==> config.mk <==
export PLATFORM = sky130hd
export DESIGN_NAME = fpcomp_pipe
export DESIGN_NICKNAME = d
export VERILOG_FILES = /design/src/rtl/fp_pkg.sv /design/src/rtl/fp_classify.sv /design/src/rtl/fpcomp_pipe.sv
export SDC_FILE = /design/constraint.sdc
export NUM_CORES = 1
export LEC_CHECK = 0
export CORE_AREA = 10 10 123 125
export DETAILED_ROUTE_END_ITERATION = 16
export DIE_AREA = 0 0 133 135
export DONT_BUFFER_PORTS = 1
export PLACE_DENSITY = 0.85
export SLEW_MARGIN = 10
export SYNTH_ARGS = -nofsm -noshare
export SYNTH_HDL_FRONTEND = slang
export SYNTH_SLANG_ARGS = --single-unit
==> constraint.sdc <==
create_clock -name clk -period 4.3 [get_ports clk]
set_clock_uncertainty 0.2 [all_clocks]
set_input_delay 0.86 -clock clk [delete_from_list [all_inputs] [get_ports clk]]
set_output_delay 0.86 -clock clk [all_outputs]
set_load 0.05 [all_outputs]
==> src/rtl/fp_pkg.sv <==
// Shared definitions for the floating-point comparator slice.
// Provides default field widths, the per-operand classification record
// and a helper that builds the canonical quiet NaN for any field widths.
package fp_pkg;

  localparam int DEF_EXP_W  = 8;
  localparam int DEF_MANT_W = 23;
  localparam int DEF_TAG_W  = 4;

  // Magnitude field is sized for formats up to double precision; narrower
  // formats are zero-extended so unsigned comparison stays exact.
  localparam int MAG_MAX_W  = 63;

  typedef struct packed {
    logic                 is_nan;
    logic                 is_zero;
    logic                 sign;
    logic [MAG_MAX_W-1:0] mag;
  } fp_class_t;

  // Canonical quiet NaN: sign 0, exponent all ones, mantissa MSB set.
  // Returned in 64 bits; callers keep the low 1+exp_w+mant_w bits.
  function automatic logic [63:0] canon_nan(input int exp_w, input int mant_w);
    logic [63:0] r;
    r = ((64'd1 << exp_w) - 64'd1) << mant_w;
    r = r | (64'd1 << (mant_w - 1));
    return r;
  endfunction

endpackage

==> src/rtl/fp_classify.sv <==
// Combinational classifier for one IEEE-754 operand.
// Ports:
//   x   - operand (sign, exponent, mantissa)
//   cls - classification record: NaN flag, zero flag, sign, magnitude
module fp_classify
  import fp_pkg::*;
#(
  parameter int EXP_W  = DEF_EXP_W,
  parameter int MANT_W = DEF_MANT_W
) (
  input  logic [EXP_W+MANT_W:0] x,
  output fp_class_t             cls
);

  logic [EXP_W-1:0]  exp_f;
  logic [MANT_W-1:0] mant_f;

  assign exp_f  = x[EXP_W+MANT_W-1 -: EXP_W];
  assign mant_f = x[MANT_W-1:0];

  // Infinity (all-ones exponent, zero mantissa) is deliberately not NaN so
  // it orders like any other value through its magnitude.
  always_comb begin
    cls         = '0;
    cls.sign    = x[EXP_W+MANT_W];
    cls.is_nan  = (&exp_f) && (|mant_f);
    cls.is_zero = (exp_f == '0) && (mant_f == '0);
    cls.mag     = MAG_MAX_W'({exp_f, mant_f});
  end

endmodule

==> src/rtl/fpcomp_pipe.sv <==
// Two-stage pipelined IEEE-754 comparator with min/max and a sideband tag.
// Stage 1 registers operand classification and the magnitude compare;
// stage 2 registers the ordered flags, minNum/maxNum and the tag.
// Ports:
//   clk, reset_n          - clock, asynchronous active-low reset
//   dataa, datab, in_tag  - operand pair and its tag
//   in_valid, in_ready    - upstream handshake
//   out_valid, out_ready  - downstream handshake
//   lt, eq, gt, unord     - ordering result (exactly one set when valid)
//   leq, geq              - lt|eq and gt|eq, both 0 when unordered
//   min_out, max_out      - minNum / maxNum of the pair
//   out_tag               - tag of the presented result
module fpcomp_pipe
  import fp_pkg::*;
#(
  parameter int EXP_W  = DEF_EXP_W,
  parameter int MANT_W = DEF_MANT_W,
  parameter int TAG_W  = DEF_TAG_W,
  localparam int W     = 1 + EXP_W + MANT_W
) (
  input  logic             clk,
  input  logic             reset_n,
  input  logic [W-1:0]     dataa,
  input  logic [W-1:0]     datab,
  input  logic [TAG_W-1:0] in_tag,
  input  logic             in_valid,
  output logic             in_ready,
  output logic             out_valid,
  input  logic             out_ready,
  output logic             lt,
  output logic             eq,
  output logic             gt,
  output logic             unord,
  output logic             leq,
  output logic             geq,
  output logic [W-1:0]     min_out,
  output logic [W-1:0]     max_out,
  output logic [TAG_W-1:0] out_tag
);

  localparam logic [63:0]  QNAN_FULL = canon_nan(EXP_W, MANT_W);
  localparam logic [W-1:0] QNAN      = QNAN_FULL[W-1:0];

  fp_class_t        cls_a, cls_b;
  logic             s1_valid, s2_valid;
  fp_class_t        s1_ca, s1_cb;
  logic             s1_mag_lt, s1_mag_eq;
  logic [W-1:0]     s1_a, s1_b;
  logic [TAG_W-1:0] s1_tag;
  logic             s1_en, s2_en;
  logic             nx_lt, nx_eq, nx_gt, nx_un;
  logic [W-1:0]     nx_min, nx_max;

  fp_classify #(.EXP_W(EXP_W), .MANT_W(MANT_W)) u_cls_a (.x(dataa), .cls(cls_a));
  fp_classify #(.EXP_W(EXP_W), .MANT_W(MANT_W)) u_cls_b (.x(datab), .cls(cls_b));

  // A stage may load when its successor is empty or being drained this cycle.
  assign s2_en     = !s2_valid || out_ready;
  assign in_ready  = !s1_valid || !s2_valid || out_ready;
  assign s1_en     = in_ready;
  assign out_valid = s2_valid;

  // Stage 1: capture classification, raw operands and the full-width
  // unsigned magnitude compare.
  always_ff @(posedge clk or negedge reset_n) begin
    if (!reset_n) begin
      s1_valid  <= 1'b0;
      s1_ca     <= '0;
      s1_cb     <= '0;
      s1_mag_lt <= 1'b0;
      s1_mag_eq <= 1'b0;
      s1_a      <= '0;
      s1_b      <= '0;
      s1_tag    <= '0;
    end else if (s1_en) begin
      s1_valid <= in_valid;
      if (in_valid) begin
        s1_ca     <= cls_a;
        s1_cb     <= cls_b;
        s1_mag_lt <= cls_a.mag < cls_b.mag;
        s1_mag_eq <= cls_a.mag == cls_b.mag;
        s1_a      <= dataa;
        s1_b      <= datab;
        s1_tag    <= in_tag;
      end
    end
  end

  // Ordering and min/max selection from the stage-1 record.
  // Differing signs are resolved by sign alone, which also orders a zero
  // against a nonzero correctly; two zeros of any sign compare equal, and
  // for that case the negative zero is steered to min_out.
  always_comb begin
    nx_lt  = 1'b0;
    nx_eq  = 1'b0;
    nx_gt  = 1'b0;
    nx_un  = 1'b0;
    nx_min = s1_b;
    nx_max = s1_a;
    if (s1_ca.is_nan || s1_cb.is_nan) begin
      nx_un = 1'b1;
      if (s1_ca.is_nan && s1_cb.is_nan) begin
        nx_min = QNAN;
        nx_max = QNAN;
      end else if (s1_ca.is_nan) begin
        nx_min = s1_b;
        nx_max = s1_b;
      end else begin
        nx_min = s1_a;
        nx_max = s1_a;
      end
    end else begin
      if (s1_ca.is_zero && s1_cb.is_zero) begin
        nx_eq = 1'b1;
      end else if (s1_ca.sign != s1_cb.sign) begin
        nx_lt = s1_ca.sign;
        nx_gt = !s1_ca.sign;
      end else if (s1_mag_eq) begin
        nx_eq = 1'b1;
      end else begin
        nx_lt = s1_mag_lt ^ s1_ca.sign;
        nx_gt = !(s1_mag_lt ^ s1_ca.sign);
      end

      if (s1_ca.is_zero && s1_cb.is_zero) begin
        nx_min = s1_ca.sign ? s1_a : s1_b;
        nx_max = s1_ca.sign ? s1_b : s1_a;
      end else if (nx_lt) begin
        nx_min = s1_a;
        nx_max = s1_b;
      end else begin
        nx_min = s1_b;
        nx_max = s1_a;
      end
    end
  end

  // Stage 2: the output register; holds while stalled by out_ready.
  always_ff @(posedge clk or negedge reset_n) begin
    if (!reset_n) begin
      s2_valid <= 1'b0;
      lt       <= 1'b0;
      eq       <= 1'b0;
      gt       <= 1'b0;
      unord    <= 1'b0;
      leq      <= 1'b0;
      geq      <= 1'b0;
      min_out  <= '0;
      max_out  <= '0;
      out_tag  <= '0;
    end else if (s2_en) begin
      s2_valid <= s1_valid;
      if (s1_valid) begin
        lt      <= nx_lt;
        eq      <= nx_eq;
        gt      <= nx_gt;
        unord   <= nx_un;
        leq     <= nx_lt || nx_eq;
        geq     <= nx_gt || nx_eq;
        min_out <= nx_min;
        max_out <= nx_max;
        out_tag <= s1_tag;
      end
    end
  end

endmodule

==> metrics.md <==
| Metric | Value |
|---|---|
| Insertion delay to the later sink of the worst-skew pair | 430 ps |
| GPL Wtd Cong | 0.853 |
| # rows | 41 |
| H-tree levels | 4 |
| Drc violations | 0 |
| CTS clk-pin slew, worst paths | 60 ps |
| Unrepaired setup endpoints after global routing | false |
| Final Hold Fails | 150 |
| Max VDD drop | 0.344 mV |
| Post-route ant nets | 0 |
| Die area | 18000 um^2 |
| Via Count | 5837 |
| Fraction of registers with async set/reset | 100% |
| Total GRT Usage | 22.5% |
| Failing checks | negative hold slack |
| Share of layout cells above drive strength 1 | 11.3% |
| Post-CTS Resized | 0 |
| Drt wl/cell | 22.7 um |
| Top Ports | 148 |
| Largest net degree at the start of global routing | 151 |
| Normalized max-slew margin | 20.5% |
| Chip height | 135 um |
| Grt total ovfl | 0 |
| Crit Path Max Fanout | 34 |
| IO Port Bufs | 0 |
| Post-synthesis cell type count | 42 |
| CTS tree | yes |
| Sequential fraction of the synthesis area | 50.0% |
| Clock root buffer | clkbuf_16 |
| Placed cell areas | 7590 um^2 |
| EDFF count, synth | 0 |
| Tmin final | 3090 ps |
| Critical Path RT | 4450 ps |
| DRT iter0 DRCs | 603 |
| Hold Slack | -75.3 ps |
| Design area | 8250 um^2 |
| Crit start category | register |
| Antenna violations before repair | 0 |
| Post-Syn Area per Cell | 10.3 um^2 |
| Power Density | 598 nW/um^2 |
| First-pass GRT wire length | 32100 um |
| Final setup vio count | 0 |
| Starting Density | 59.8% |
| Num CTS Buffers | 17 |
| Setup TNS Final | 0 ps |
| CP Capture Type | register |
| Register-to-Register Path Depth | 5 |
| Hpwl dp | 14200 um |
| Max clock buf depth | 2 |
| Vias per inst | 6.55 |
| Arr. time, crit path | 3240 ps |
| DIE WIDTH | 133 um |
| Final #Nets | 813 |
| Post-synthesis register bit count | 150 |
| Post-synth design cell area | 7510 um^2 |
| DR pass1 iterations | 5 |
| DRT Wirelength | 20200 um |
| Core Area | 12600 um^2 |
| Period utilization | 71.9% |
| Slew Viols, Final | 0 |
| Status | finished with violations |
| P_leak | 3.69 nW |
| Area Overhead vs Synth | 9.80% |
| Sink Count | 150 |
| Max-cap violations | 0 |
| Vias in the first global route | 5900 |
| WS Path Type | register to register |
| Mapped Cells | 729 |
| Ys flop type | dfrtp_1 |
| Fmax | 323 MHz |
| Syn nets | 834 |
| # diodes | 0 |
| Slew @ Worst Pin | 1190 ps |
| Hold crit path type | primary input to asynchronous set/reset pin |
| Synth warnings | 0 |
Yosys cell counts (4+ instances only):
cell type	instances	area [um^2]
a21o_1	4	30.0
nor4_1	14	87.6
clkbuf_1	35	131
o21ai_1	10	50.1
ha_1	33	413
mux2_2	37	417
o21ai_0	50	250
buf_1	4	15.0
buf_6	6	67.6
nor2_1	64	240
mux2i_1	62	621
a21oi_1	37	185
dfrtp_1	150	3750
nand2_1	58	218
nand4_1	12	75.1
nor3_1	13	65.1
a221oi_1	22	193
inv_1	35	131
o22ai_1	44	275
cells by family after synthesis:
family | share of synthesized area (%)
compound gates | 15.2
fa+ha+maj | 5.50
buf+inv | 4.70
flops | 50.0
mux | 13.8
simple gates | 10.8
area by class of cell:
class / count / area, um^2
tap: 172 / 215
sequential: 150 / 3750
fill: 949 / 4320
timing repair buffer: 6 / 57.6
clock inverter: 9 / 173
clock buffer: 21 / 480
inverter: 35 / 131
multi-input combinational: 498 / 3430
critical path: stages, from the launching register on:
cell	delay, ps
dfrtp_1	570
nand3b_1	640
nand2_4	380
a2111oi_0	840
o21ai_0	180
o21ai_0	180
per-stage QoR:
step / utilization [%] / power (mW) / std cells / setup slack, ps
after floorplan: - / 3.11 / 729 / 1370
after global placement: 60.4 / 3.25 / 861 / 1040
after detailed placement: 60.4 / 3.31 / 861 / 987
after CTS: 65.6 / 4.95 / 891 / 1150
after global routing: 65.6 / 5.13 / 891 / 1030
final: 65.6 / 4.93 / 891 / 1210
worst paths after layout:
kind	slack (ps)	end	start
worst max-delay path	1210	s1_mag_lt	out_valid
worst min-delay path	-80	min_out[11]	reset_n
worst max register to register	1210	s1_mag_lt	out_valid
worst min register to register	270	out_tag[1]	s1_tag[1]
max in group asynchronous	3720	max_out[19]	reset_n
min in group clk	270	out_tag[1]	s1_tag[1]
state kept, by name (all words and copies together) (netlist names), 3 cells and up:
name     cells
s1_b        31
max_out     32
s1_a        31
out_tag      4
s1_ca        3
min_out     32
s1_cb        3
s1_tag       4
power breakdown:
group | leakage (nW) | total [mW] | switching (mW) | internal (mW)
Clock | 0.321 | 1.64 | 0.561 | 1.08
Combinational | 1.58 | 0.742 | 0.398 | 0.343
Sequential | 1.79 | 2.55 | 0.879 | 1.67
Total | 3.69 | 4.93 | 1.84 | 3.09
cells in the final DEF, fill, tap and decap left out, drive strengths merged, types with 4 or more instances in the layout:
cell type / n
clkbuf: 21
nor2: 64
nand2: 58
a221oi: 22
ha: 33
inv: 35
mux2: 37
a21o: 4
o21ai: 60
bufinv: 5
nor4: 14
buf: 6
mux2i: 62
dfrtp: 150
nor3: 13
nand4: 12
o22ai: 44
a21oi: 37
per-layer routing:
layer / vias up / share of wire [%] / global-route usage (%) / routed length (um)
met1: 2896 / 38 / 25.4 / 7690
met3: 57 / 9.8 / 8.83 / 1990
li1: 2608 / - / - / -
met4: 0 / 3.7 / 11.2 / 744
met5: - / 0 / 0 / 0
met2: 276 / 48 / 36.4 / 9780
repair_timing:
| item | in CTS | in global routing |
|---|---|---|
| endpoints found under the hold margin | 150 | 150 |
| endpoints found under the setup margin | 0 | 0 |
| buffers inserted | 0 | 0 |
No activity file was read; power rests on OpenSTA's default activity.
